<file path="config.mk">
export PLATFORM = sky130hd
export DESIGN_NAME = alu_result_buffer
export DESIGN_NICKNAME = d
export VERILOG_FILES = /design/src/rtl/alu_result_buffer.sv
export SDC_FILE = /design/constraint.sdc
export NUM_CORES = 1
export LEC_CHECK = 0
export ABC_AREA = 0
export CORE_MARGIN = 2
export CORE_UTILIZATION = 45
export DETAILED_ROUTE_END_ITERATION = 8
export GPL_TIMING_DRIVEN = 0
export PLACE_DENSITY_LB_ADDON = 0.3
export SLEW_MARGIN = 40
export SYNTH_ARGS = -nofsm -noshare
export SYNTH_HDL_FRONTEND = slang
export SYNTH_SLANG_ARGS = --single-unit
</file>
<file path="constraint.sdc">
create_clock -name clk -period 4.2 [get_ports clk]
set_input_delay 0.42 -clock clk [delete_from_list [all_inputs] [get_ports clk]]
set_output_delay 0.42 -clock clk [all_outputs]
set_load 0.02 [all_outputs]
</file>
<file path="src/rtl/alu_result_buffer.sv">
// alu_result_buffer: ALU result FIFO with a valid/ready handshake and a running arithmetic sum
module alu_result_buffer #(
  parameter int DEPTH = 4,
  parameter int ACC_W = 8
) (
  input  logic                       clk,
  input  logic                       rst,
  input  logic                       in_valid,
  output logic                       in_ready,
  input  logic [3:0]                 in_data,
  input  logic [1:0]                 in_op,
  output logic                       out_valid,
  input  logic                       out_ready,
  output logic [3:0]                 out_data,
  output logic [1:0]                 out_op,
  output logic [$clog2(DEPTH):0]     count,
  input  logic                       acc_clr,
  output logic [ACC_W-1:0]           acc,
  output logic                       acc_ovf
);
  localparam int AW = $clog2(DEPTH);
  logic [5:0]    mem [DEPTH];
  logic [AW-1:0] wp, rp;
  logic          push, pop;
  logic [ACC_W:0] sum;
  assign in_ready  = (count != (AW+1)'(DEPTH)) && !rst;
  assign out_valid = count != '0;
  assign push      = in_valid && in_ready;
  assign pop       = out_valid && out_ready;
  assign {out_op, out_data} = mem[rp];
  assign sum = {1'b0, acc} + (ACC_W+1)'(in_data);
  always_ff @(posedge clk) begin
    if (rst) begin
      wp      <= '0;
      rp      <= '0;
      count   <= '0;
      acc     <= '0;
      acc_ovf <= 1'b0;
      for (int i = 0; i < DEPTH; i++) mem[i] <= '0;
    end else begin
      if (push) begin
        mem[wp] <= {in_op, in_data};
        wp      <= wp + 1'b1;
      end
      if (pop) rp <= rp + 1'b1;
      count <= count + (AW+1)'(push) - (AW+1)'(pop);
      // clear wins over a same-cycle accumulate; the push itself is unaffected
      if (acc_clr) begin
        acc     <= '0;
        acc_ovf <= 1'b0;
      end else if (push && in_op[1]) begin
        acc     <= sum[ACC_W-1:0];
        acc_ovf <= acc_ovf | sum[ACC_W];
      end
    end
  end
endmodule

</file>
==> metrics.txt, run 1 <==
# TYPE chip_impl_metric gauge
chip_impl_metric{name="synth_enable_flop_cells",unit=""} 24
chip_impl_metric{name="number_of_failing_hold_endpoints_at_the_final_stage",unit=""} 0
chip_impl_info{name="synth_area_leader_cell",value="edfxtp_1"} 1
chip_impl_metric{name="worstPathArrival",unit="ns"} 2.80
chip_impl_metric{name="met3RoutedLength",unit="um"} 145
chip_impl_metric{name="initial_utilization",unit="%"} 46.1
chip_impl_metric{name="maximum_number_of_pins_on_one_net_before_global_route_repair",unit=""} 15
chip_impl_metric{name="num_vias",unit=""} 1333
chip_impl_metric{name="initial_antenna_violation_count",unit=""} 0
chip_impl_metric{name="power.density_cell_area",unit="nW/um^2"} 520
chip_impl_metric{name="postSynthNetCount",unit=""} 178
chip_impl_metric{name="finalWirelength",unit="um"} 3720
chip_impl_metric{name="path_buf_inv",unit=""} 3
chip_impl_metric{name="synth_warnings",unit=""} 0
chip_impl_metric{name="irDropWorstVdd",unit="V"} 0.000245
chip_impl_info{name="launch_point_of_the_worst_path",value="rst"} 1
chip_impl_metric{name="resized_cells_post_cts",unit=""} 0
chip_impl_info{name="highest_layer",value="met4"} 1
chip_impl_metric{name="grt_use_total",unit="%"} 17.1
chip_impl_info{name="status",value="finished clean"} 1
chip_impl_metric{name="route.layer.met1.wl",unit="um"} 1620
chip_impl_metric{name="flow.area_growth_from_synthesis",unit="%"} 25.4
chip_impl_metric{name="cts_num_sinks",unit=""} 42
chip_impl_metric{name="stdcell_count",unit=""} 249
chip_impl_metric{name="path_max_fanout",unit=""} 8
chip_impl_metric{name="syn-instance-count",unit=""} 159
chip_impl_metric{name="power.leakage",unit="nW"} 0.930
chip_impl_metric{name="design_area",unit="um^2"} 2480
chip_impl_metric{name="placement.cell_area",unit="um^2"} 2350
chip_impl_info{name="cts-root-buf",value="clkbuf_8"} 1
chip_impl_metric{name="hold-path-cell-count",unit=""} 2
chip_impl_metric{name="path_clk_slew",unit="ns"} 0.08
chip_impl_metric{name="ys_async_sr_fraction",unit="%"} 0
chip_impl_metric{name="cts-buffers-inserted",unit=""} 5
chip_impl_metric{name="grt_remaining_overflow",unit=""} 0
chip_impl_metric{name="setup_viol",unit=""} 0
chip_impl_info{name="dominantRegCellSynth",value="edfxtp_1"} 1
chip_impl_metric{name="cp.depth",unit=""} 10
chip_impl_metric{name="design.die.area",unit="um^2"} 4950
chip_impl_metric{name="worst_case_clock_skew",unit="ns"} 0.00507
chip_impl_metric{name="final_nets",unit=""} 215
chip_impl_info{name="rsz0062_at_grt",value="false"} 1
chip_impl_metric{name="drv_cap",unit=""} 0
chip_impl_metric{name="rrSetupSlack",unit="ns"} 1.72
chip_impl_metric{name="max-clock-path-buffers",unit=""} 2
chip_impl_metric{name="place.detailed.hpwl",unit="um"} 2800
chip_impl_metric{name="grt_first_pass_wirelength",unit="um"} 6570
chip_impl_metric{name="io-pin-count",unit=""} 31
chip_impl_metric{name="via_count_of_the_first_global_routing_pass",unit=""} 1366
chip_impl_metric{name="period_share",unit="%"} 62.4
chip_impl_metric{name="dieHeight",unit="um"} 70.3
chip_impl_metric{name="holdBufCountCts",unit=""} 0
chip_impl_info{name="worstHoldStart",value="acc[3]$_SDFFE_PP0P_"} 1
chip_impl_metric{name="gp_congestion",unit=""} 0.798
chip_impl_info{name="critical_path.cell_chain",value="clkdlybuf4s50_1, nor3b_4, inv_4, ha_1, inv_1, ha_1, fa_1, xnor2_1, xnor2_1, nor2_1"} 1
chip_impl_info{name="layout.cells.most_common",value="clkdlybuf4s50_1"} 1
chip_impl_info{name="critPathKind",value="input pin to flop"} 1
chip_impl_metric{name="synth-seq-area-share",unit="%"} 54.6
chip_impl_metric{name="worstRegToRegCells",unit=""} 10
chip_impl_metric{name="number_of_placed_instances_taps_included",unit=""} 241
chip_impl_metric{name="layout-drive-gt1-share",unit="%"} 14.7
chip_impl_info{name="rr_startpoint",value="count[1]$_SDFF_PP0_"} 1
chip_impl_info{name="layout.cells.most_common_list",value="30 x clkdlybuf4s50_1, 24 x edfxtp_1, 23 x and2_1"} 1
chip_impl_metric{name="timing.final.max_slew_violations",unit=""} 0
chip_impl_metric{name="timing.setup.tns",unit="ns"} 0
chip_impl_metric{name="std_cell_rows",unit=""} 24
chip_impl_metric{name="netlist.area_leader.share",unit="%"} 36.4
chip_impl_metric{name="worst-slew-pin-transition",unit="ns"} 0.512
chip_impl_metric{name="detailedRoute.firstPassIterationCount",unit=""} 4
chip_impl_metric{name="met2RoutedLength",unit="um"} 1920
chip_impl_metric{name="slew-limit-headroom",unit="%"} 65.7
chip_impl_metric{name="critical-path-max-stage-delay",unit="ns"} 0.54
chip_impl_metric{name="wire_per_inst",unit="um"} 14.9
chip_impl_metric{name="core",unit="um^2"} 4290
chip_impl_metric{name="clk-insertion-delay-late",unit="ns"} 0.29
chip_impl_metric{name="synth.cell_area",unit="um^2"} 1980
chip_impl_metric{name="via_per_inst",unit=""} 5.35
chip_impl_metric{name="clock_tree.htree_level_count",unit=""} 2
chip_impl_metric{name="first_iter_violations",unit=""} 56
chip_impl_info{name="hp-class",value="flop to flop"} 1
chip_impl_metric{name="synth_cell_types",unit=""} 39
chip_impl_metric{name="period_minus_slack",unit="ns"} 2.62
chip_impl_info{name="critPathLaunchType",value="input pin"} 1
chip_impl_metric{name="route.detailed.drc",unit=""} 0
chip_impl_info{name="ys_top_cells_by_area",value="edfxtp_1 36%, dfxtp_1 18%, and2_1 7.3%, mux4_2 6.8%, ha_1 3.8%"} 1
chip_impl_metric{name="achievable-frequency",unit="GHz"} 0.382
chip_impl_metric{name="final_antenna_net_count",unit=""} 0
chip_impl_metric{name="critical_path_required",unit="ns"} 4.37
chip_impl_info{name="crit_path_end_kind",value="flop"} 1
chip_impl_metric{name="cts_post_setup_buffers_inserted",unit=""} 0
chip_impl_metric{name="yosys_register_bits",unit=""} 42
chip_impl_metric{name="die_w",unit="um"} 70.3
chip_impl_metric{name="io_buffer_count",unit=""} 30
chip_impl_info{name="clock_tree_from_tritoncts",value="yes"} 1
chip_impl_metric{name="syn_area_per_cell",unit="um^2"} 12.5
chip_impl_metric{name="ant_diodes",unit=""} 0
chip_impl_info{name="slowest_stage",value="clkdlybuf4s50_1"} 1
chip_impl_info{name="timing.critical_path.max_delay_family",value="adder cells"} 1
chip_impl_metric{name="whs",unit="ns"} 0.485
power breakdown:
part	internal, mW	total, mW	switching, mW
Combinational	0.197	0.380	0.182
Sequential	0.489	0.531	0.0414
Clock	0.238	0.382	0.144
stage by stage:
step / total power [mW] / setup slack, ns / utilization, %
4_1_cts: 1.31 / 1.55 / 57.8
3_5_place_dp: 0.923 / 1.24 / 54.6
2_1_floorplan: 0.780 / 1.82 / -
6_report: 1.29 / 1.58 / 57.8
5_1_grt: 1.36 / 1.45 / 57.8
3_3_place_gp: 0.908 / 1.33 / 54.6
cell type report:
cell class                      count  area, um^2
Fill cell                         352        1810
Sequential cell                    42        1080
Multi-Input combinational cell    109         867
Timing Repair Buffer               30         300
Clock buffer                        5        68.8
Clock inverter                      3        68.8
Tap cell                           52        65.1
Inverter                            5        21.3
Buffer                              3        11.3
Yosys cell counts, types with 2 or more instances:
cell / number
a21oi_1: 8
o21bai_1: 2
fa_1: 2
o21ai_0: 3
nor2_1: 13
edfxtp_1: 24
inv_1: 3
xnor2_1: 5
clkbuf_1: 2
nor2b_1: 2
a211oi_1: 2
and2_1: 23
ha_1: 6
mux4_2: 6
or2_2: 4
dfxtp_1: 18
nor3b_4: 3
nand2_1: 10
a21o_1: 2
or3_1: 2
worst reg2reg max path, delay by kind of cell, from the launching register on:
kind | cells | cell delay (ns)
adders and majority gates | 3 | 0.86
and+or+nand+nor | 3 | 0.55
DFF | 1 | 0.46
xor gates and xnor gates | 2 | 0.34
buffers and inverters | 2 | 0.15
layer usage:
layer	GRT usage (%)	up-vias
li1	-	644
met1	21.5	652
met2	29.1	32
met3	4.62	5
met4	4.49	0
met5	0	-
worst paths after layout:
kind,endpoint
worst max-delay path,count[2]$_SDFF_PP0_
worst min-delay path,acc[3]$_SDFFE_PP0P_
worst max register to register,count[2]$_SDFF_PP0_
worst min register to register,acc[3]$_SDFFE_PP0P_
cells by family (layout without fill, tap and decap cells):
logic type               count (synthesis)  in the layout  synth area share (%)
flip-flops                              42             42                  54.6
AND/OR/NAND/NOR                         66             66                  21.0
buffers and inverters                    8             46                  1.64
multiplexers                             6              6                  6.82
AO/OA/AOI/OAI                           23             23                  7.52
XOR/XNOR                                 6              6                  2.65
adder cells (fa/ha/maj)                  8              8                  5.81
state kept, by name (all words and copies together) (netlist names), named ones only:
name	flops
acc	8
acc_ovf	1
count	3
mem	24
rp	2
wp	2
Note: power is estimated with default switching activity, not from simulation.
==> run 2: changes to the inputs <==
- clock period: 4.2 -> 2.24 ns (I/O delays scaled with it)
==> metrics.txt, run 2 (synthesized netlist as in run 1, its figures left out) <==
# TYPE chip_impl_metric gauge
chip_impl_info{name="status",value="finished clean"} 1
chip_impl_metric{name="finalWorstSetupSlack",unit="ns"} 0.0866
chip_impl_metric{name="via_count_of_the_first_global_routing_pass",unit=""} 1422
chip_impl_metric{name="period_share",unit="%"} 96.1
chip_impl_metric{name="power.switching_fraction",unit="%"} 31.3
chip_impl_metric{name="combinationalPowerShare",unit="%"} 33.4
chip_impl_metric{name="slew-limit-headroom",unit="%"} 56.2
chip_impl_metric{name="hold-path-cell-count",unit=""} 2
chip_impl_info{name="layout.cells.most_common",value="clkdlybuf4s50_1"} 1
chip_impl_metric{name="filler_cell_count",unit=""} 340
chip_impl_metric{name="pre_cts_slack",unit="ns"} -0.493
chip_impl_metric{name="cts_num_sinks",unit=""} 42
chip_impl_metric{name="power.leakage",unit="nW"} 0.929
chip_impl_metric{name="final-seq-area",unit="um^2"} 1090
chip_impl_metric{name="number_of_placed_instances_taps_included",unit=""} 241
chip_impl_metric{name="wire_per_inst",unit="um"} 15.8
chip_impl_info{name="largest_regs",value="mem x24, acc x8, count x3"} 1
chip_impl_metric{name="power.density_cell_area",unit="nW/um^2"} 906
chip_impl_metric{name="ant_diodes",unit=""} 0
chip_impl_metric{name="timing.setup.tns",unit="ns"} 0
chip_impl_metric{name="gp_congestion",unit=""} 0.849
chip_impl_info{name="crit_path_end_kind",value="flop"} 1
chip_impl_metric{name="via_per_inst",unit=""} 5.40
chip_impl_metric{name="final_antenna_net_count",unit=""} 0
chip_impl_metric{name="num_vias",unit=""} 1361
chip_impl_metric{name="cts-buffers-inserted",unit=""} 5
chip_impl_info{name="cts-root-buf",value="clkbuf_8"} 1
chip_impl_metric{name="design_area",unit="um^2"} 2500
chip_impl_metric{name="power.share.clock",unit="%"} 20.8
chip_impl_metric{name="clock_tree.htree_level_count",unit=""} 2
chip_impl_metric{name="initial_utilization",unit="%"} 46.1
chip_impl_metric{name="number_of_failing_hold_endpoints_at_the_final_stage",unit=""} 0
chip_impl_metric{name="worstPathArrival",unit="ns"} 2.33
chip_impl_metric{name="detailedRoute.firstPassIterationCount",unit=""} 4
chip_impl_info{name="max_flop_register",value="mem"} 1
chip_impl_metric{name="stdcell_count",unit=""} 252
chip_impl_metric{name="irDropWorstVdd",unit="V"} 0.000473
chip_impl_metric{name="largest_reg_flops",unit=""} 24
chip_impl_metric{name="multi_input_comb_area",unit="um^2"} 908
chip_impl_metric{name="critical_path_required",unit="ns"} 2.41
chip_impl_metric{name="placement.cell_area",unit="um^2"} 2390
chip_impl_info{name="layout.cells.most_common_list",value="30 x clkdlybuf4s50_1, 24 x edfxtp_1, 23 x and2_1"} 1
chip_impl_metric{name="power_report.internal_total",unit="mW"} 1.56
chip_impl_metric{name="dieHeight",unit="um"} 70.3
chip_impl_metric{name="path_max_fanout",unit=""} 6
chip_impl_metric{name="grt_first_pass_wirelength",unit="um"} 6690
chip_impl_metric{name="die_w",unit="um"} 70.3
chip_impl_info{name="rr_startpoint",value="count[2]$_SDFF_PP0_"} 1
chip_impl_metric{name="max-clock-path-buffers",unit=""} 2
chip_impl_metric{name="place.detailed.hpwl",unit="um"} 2870
chip_impl_metric{name="path_clk_slew",unit="ns"} 0.08
chip_impl_info{name="critPathLaunchType",value="flop"} 1
chip_impl_metric{name="worstRegToRegCells",unit=""} 10
chip_impl_metric{name="timing.final.max_slew_violations",unit=""} 0
chip_impl_metric{name="core",unit="um^2"} 4290
chip_impl_metric{name="critical-path-max-stage-delay",unit="ns"} 0.37
chip_impl_metric{name="finalWirelength",unit="um"} 3980
chip_impl_metric{name="worst_case_clock_skew",unit="ns"} 0.00195
chip_impl_info{name="critical_path.cell_chain",value="nor3b_4, nor3b_4, inv_4, ha_4, inv_2, ha_4, fa_2, xnor2_2, xnor2_1, nor2_1"} 1
chip_impl_info{name="clock_tree_from_tritoncts",value="yes"} 1
chip_impl_info{name="hp-class",value="flop to flop"} 1
chip_impl_metric{name="route.detailed.drc",unit=""} 0
chip_impl_info{name="worstHoldStart",value="acc_ovf$_SDFFE_PP0P_"} 1
chip_impl_metric{name="achievable-frequency",unit="GHz"} 0.464
chip_impl_metric{name="final_nets",unit=""} 218
chip_impl_metric{name="initial_antenna_violation_count",unit=""} 0
chip_impl_metric{name="grt_use_total",unit="%"} 17.8
chip_impl_metric{name="power_switching",unit="mW"} 0.709
chip_impl_metric{name="p_seq_share",unit="%"} 45.8
chip_impl_info{name="critPathKind",value="flop to flop"} 1
chip_impl_metric{name="drv_cap",unit=""} 0
chip_impl_metric{name="maximum_number_of_pins_on_one_net_before_global_route_repair",unit=""} 14
chip_impl_metric{name="period_minus_slack",unit="ns"} 2.15
chip_impl_metric{name="design.die.area",unit="um^2"} 4950
chip_impl_metric{name="first_iter_violations",unit=""} 95
chip_impl_metric{name="io_buffer_count",unit=""} 30
chip_impl_info{name="slowest_stage",value="dfxtp_4"} 1
chip_impl_metric{name="std_cell_rows",unit=""} 24
chip_impl_metric{name="setup_viol",unit=""} 0
chip_impl_metric{name="flow.area_growth_from_synthesis",unit="%"} 26.4
chip_impl_metric{name="clk-insertion-delay-late",unit="ns"} 0.29
chip_impl_metric{name="worst-slew-pin-transition",unit="ns"} 0.654
chip_impl_metric{name="io-pin-count",unit=""} 31
chip_impl_metric{name="grt_remaining_overflow",unit=""} 0
chip_impl_metric{name="overall_power_after_layout",unit="mW"} 2.27
chip_impl_metric{name="layout-drive-gt1-share",unit="%"} 20.5
chip_impl_info{name="launch_point_of_the_worst_path",value="count[2]$_SDFF_PP0_"} 1
-- run 2: cell types whose count changed in the layout (fill, tap and decap cells not counted), moves of 2 or more --
cell       change
bufinv_16      -2
buf_4          +4
dfxtp_2        +3
clkinv_2       +2
ha_4           +2
dfxtp_1        -4
ha_1           -2
-- run 2: repair_timing --
action                                  4_1_cts  5_1_grt
buffers inserted                              1        3
gates resized for setup                       1        0
hold buffers                                  0        0
pin swaps                                     1        1
endpoints found under the setup margin        8        1
-- run 2: worst max-delay path, delay by kind of cell (launching register included) --
family                   cells  cell delay, ns
adder cells (fa/ha/maj)      3            0.78
AND/OR/NAND/NOR              3            0.48
XOR/XNOR                     2            0.31
flip-flops                   1            0.37
buffers and inverters        2            0.10
-- run 2: area by class of cell --
class / instances / area share (%)
clock inverter: 2 / 0.400
tap: 52 / 2.60
timing repair buffer: 34 / 13.2
buffer: 2 / 0.300
sequential: 42 / 43.5
clock buffer: 6 / 2.90
multi-input combinational: 109 / 36.3
inverter: 5 / 0.850
-- run 2: final timing paths --
path                            slack, ns                    to
worst max-delay path                 0.09   count[2]$_SDFF_PP0_
worst min-delay path                 0.48  acc_ovf$_SDFFE_PP0P_
worst min register to register       0.48  acc_ovf$_SDFFE_PP0P_
worst max register to register       0.09   count[2]$_SDFF_PP0_
-- run 2: power groups by stage --
stage	Combinational, mW	Sequential (mW)	Clock [mW]
after detailed placement	0.781	1.03	0
after floorplan	0.493	1.04	0
final	0.757	1.04	0.472
after CTS	0.757	1.04	0.483
after global placement	0.755	1.02	0
after global routing	0.821	1.06	0.518
-- run 2: routing by layer --
metal | vias up | wire (um) | GRT usage, %
li1 | 651 | - | -
met1 | 667 | 1710 | 21.0
met2 | 34 | 2040 | 30.8
met3 | 9 | 150 | 3.46
met4 | 0 | 81 | 8.33
met5 | - | 0 | 0
-- run 2: through the flow --
step | util [%] | hold slack (ns)
2_1_floorplan | - | 0.288
3_3_place_gp | 55.7 | 0.447
3_5_place_dp | 55.7 | 0.469
4_1_cts | 57.8 | 0.485
5_1_grt | 58.3 | 0.506
6_report | 58.3 | 0.484
==> run 3: changes to the inputs <==
- CTS_BUF_LIST: unset -> sky130_fd_sc_hd__clkbuf_2 sky130_fd_sc_hd__clkbuf_4 sky130_fd_sc_hd__clkbuf_8
- SKIP_CTS_REPAIR_TIMING: unset -> 1
==> metrics.txt, run 3 (synthesized netlist as in run 1, its figures left out) <==
# TYPE chip_impl_metric gauge
chip_impl_info{name="status",value="finished clean"} 1
chip_impl_metric{name="grt_first_pass_wirelength",unit="um"} 6640
chip_impl_metric{name="pre_cts_slack",unit="ns"} -0.493
chip_impl_metric{name="met3RoutedLength",unit="um"} 172
chip_impl_metric{name="maximum_number_of_pins_on_one_net_before_global_route_repair",unit=""} 14
chip_impl_metric{name="whs",unit="ns"} 0.293
chip_impl_metric{name="finalWirelength",unit="um"} 4000
chip_impl_metric{name="initial_utilization",unit="%"} 46.1
chip_impl_metric{name="final-seq-area",unit="um^2"} 1090
chip_impl_metric{name="critical_path_required",unit="ns"} 2.42
chip_impl_metric{name="io-pin-count",unit=""} 31
chip_impl_metric{name="number_of_placed_instances_taps_included",unit=""} 241
chip_impl_metric{name="worstPathArrival",unit="ns"} 2.39
chip_impl_metric{name="grt_use_total",unit="%"} 17.6
chip_impl_metric{name="max-clock-path-buffers",unit=""} 2
chip_impl_info{name="crit_path_end_kind",value="flop"} 1
chip_impl_metric{name="route.layer.met1.wl",unit="um"} 1700
chip_impl_metric{name="path_clk_slew",unit="ns"} 0.08
chip_impl_info{name="highest_layer",value="met4"} 1
chip_impl_metric{name="finalWorstSetupSlack",unit="ns"} 0.0296
chip_impl_info{name="clock_tree_from_tritoncts",value="yes"} 1
chip_impl_metric{name="period_share",unit="%"} 98.7
chip_impl_metric{name="wire_per_inst",unit="um"} 15.9
chip_impl_metric{name="flow.area_growth_from_synthesis",unit="%"} 26.3
chip_impl_info{name="cts-root-buf",value="clkbuf_8"} 1
chip_impl_metric{name="core",unit="um^2"} 4290
chip_impl_metric{name="power.leakage",unit="nW"} 0.939
chip_impl_info{name="layout.cells.most_common",value="clkdlybuf4s50_1"} 1
chip_impl_metric{name="path_max_fanout",unit=""} 6
chip_impl_metric{name="clock_tree.htree_level_count",unit=""} 2
chip_impl_metric{name="detailedRoute.firstPassIterationCount",unit=""} 4
chip_impl_metric{name="layout-drive-gt1-share",unit="%"} 20.6
chip_impl_metric{name="num_vias",unit=""} 1360
chip_impl_metric{name="io_buffer_count",unit=""} 30
chip_impl_metric{name="cts-buffers-inserted",unit=""} 5
chip_impl_metric{name="ant_diodes",unit=""} 0
chip_impl_info{name="layout.cells.most_common_list",value="29 x clkdlybuf4s50_1, 24 x edfxtp_1, 23 x and2_1"} 1
chip_impl_metric{name="cts_num_sinks",unit=""} 42
chip_impl_metric{name="final_nets",unit=""} 217
chip_impl_metric{name="die_w",unit="um"} 70.3
chip_impl_info{name="critPathLaunchType",value="flop"} 1
chip_impl_info{name="critPathKind",value="flop to flop"} 1
chip_impl_metric{name="period_minus_slack",unit="ns"} 2.21
chip_impl_metric{name="rrSetupSlack",unit="ns"} 0.03
chip_impl_info{name="largest_regs",value="mem x24, acc x8, count x3"} 1
chip_impl_metric{name="std_cell_rows",unit=""} 24
chip_impl_metric{name="power.density_cell_area",unit="nW/um^2"} 911
chip_impl_info{name="rsz0062_at_grt",value="true"} 1
chip_impl_metric{name="drv_cap",unit=""} 0
chip_impl_metric{name="via_count_of_the_first_global_routing_pass",unit=""} 1424
chip_impl_metric{name="design.die.area",unit="um^2"} 4950
chip_impl_metric{name="route.detailed.drc",unit=""} 0
chip_impl_metric{name="hold-path-cell-count",unit=""} 2
chip_impl_metric{name="final_antenna_net_count",unit=""} 0
chip_impl_metric{name="clk-insertion-delay-late",unit="ns"} 0.30
chip_impl_metric{name="gp_congestion",unit=""} 0.849
chip_impl_metric{name="worst_case_clock_skew",unit="ns"} 0.00240
chip_impl_metric{name="initial_antenna_violation_count",unit=""} 0
chip_impl_metric{name="worstRegToRegCells",unit=""} 10
chip_impl_metric{name="met2RoutedLength",unit="um"} 2040
chip_impl_metric{name="multi_input_comb_area",unit="um^2"} 908
chip_impl_metric{name="place.detailed.hpwl",unit="um"} 2870
chip_impl_metric{name="setup_viol",unit=""} 0
chip_impl_metric{name="irDropWorstVdd",unit="V"} 0.000473
chip_impl_metric{name="worst-slew-pin-transition",unit="ns"} 0.656
chip_impl_metric{name="number_of_failing_hold_endpoints_at_the_final_stage",unit=""} 0
chip_impl_metric{name="largest_reg_flops",unit=""} 24
chip_impl_metric{name="achievable-frequency",unit="GHz"} 0.452
chip_impl_metric{name="timing.final.max_slew_violations",unit=""} 0
chip_impl_metric{name="dieHeight",unit="um"} 70.3
chip_impl_info{name="max_flop_register",value="mem"} 1
chip_impl_metric{name="grt_remaining_overflow",unit=""} 0
chip_impl_metric{name="via_per_inst",unit=""} 5.42
chip_impl_metric{name="fin_util",unit="%"} 58.3
chip_impl_metric{name="filler_cell_count",unit=""} 342
chip_impl_metric{name="slew-limit-headroom",unit="%"} 56.1
chip_impl_metric{name="stdcell_count",unit=""} 251
chip_impl_metric{name="overall_power_after_layout",unit="mW"} 2.28
chip_impl_metric{name="first_iter_violations",unit=""} 98
chip_impl_info{name="hp-class",value="input pin to flop"} 1
-- run 3: changes by cell type in the layout (fill, tap and decap cells not counted) --
cell	change
clkdlybuf4s50_1	-1
buf_4	-1
clkbuf_1	-1
clkbuf_4	+1
dlymetal6s2s_1	+1
-- run 3: power breakdown --
part | switching [mW] | leakage (nW) | internal (mW)
logic | 0.341 | 0.494 | 0.411
clock network | 0.260 | 0.0484 | 0.228
registers | 0.112 | 0.396 | 0.927
-- run 3: path summary, 6_finish.rpt --
kind | start | endpoint
worst max-delay path | count[2]$_SDFF_PP0_ | count[2]$_SDFF_PP0_
worst max register to register | count[2]$_SDFF_PP0_ | count[2]$_SDFF_PP0_
worst min register to register | acc_ovf$_SDFFE_PP0P_ | acc_ovf$_SDFFE_PP0P_
worst min-delay path | rst | count[0]$_SDFF_PP0_
-- run 3: metrics by stage --
| stage | setup TNS [ns] | cell area (um^2) |
|---|---|---|
| after CTS | -1.49 | 2480 |
| after global routing | -0.0625 | 2500 |
| final | 0 | 2500 |
| after global placement | -1.90 | 2390 |
| after floorplan | 0 | 2030 |
| after detailed placement | -3.37 | 2390 |
-- run 3: layer usage --
layer,vias to the layer above,track usage [%]
met5,-,0
met4,0,8.55
met3,9,3.46
met2,43,30.4
met1,663,20.9
li1,645,-
-- run 3: cell type report --
type                       count  share of cell area (%)
buffer                         2                   0.300
clock buffer                   6                    3.05
clock inverter                 2                   0.400
inverter                       5                   0.850
multi-input combinational    109                    36.3
sequential                    42                    43.5
tap                           52                    2.60
timing repair buffer          33                    13.0
-- run 3: critical path, cell delays in order (launching register included) --
cell     delay (ns)
dfxtp_4        0.37
nor3b_4        0.17
nor3b_4        0.30
inv_4          0.11
ha_4           0.28
inv_2          0.03
ha_4           0.14
fa_2           0.35
xnor2_2        0.14
xnor2_1        0.14
nor2_1         0.05
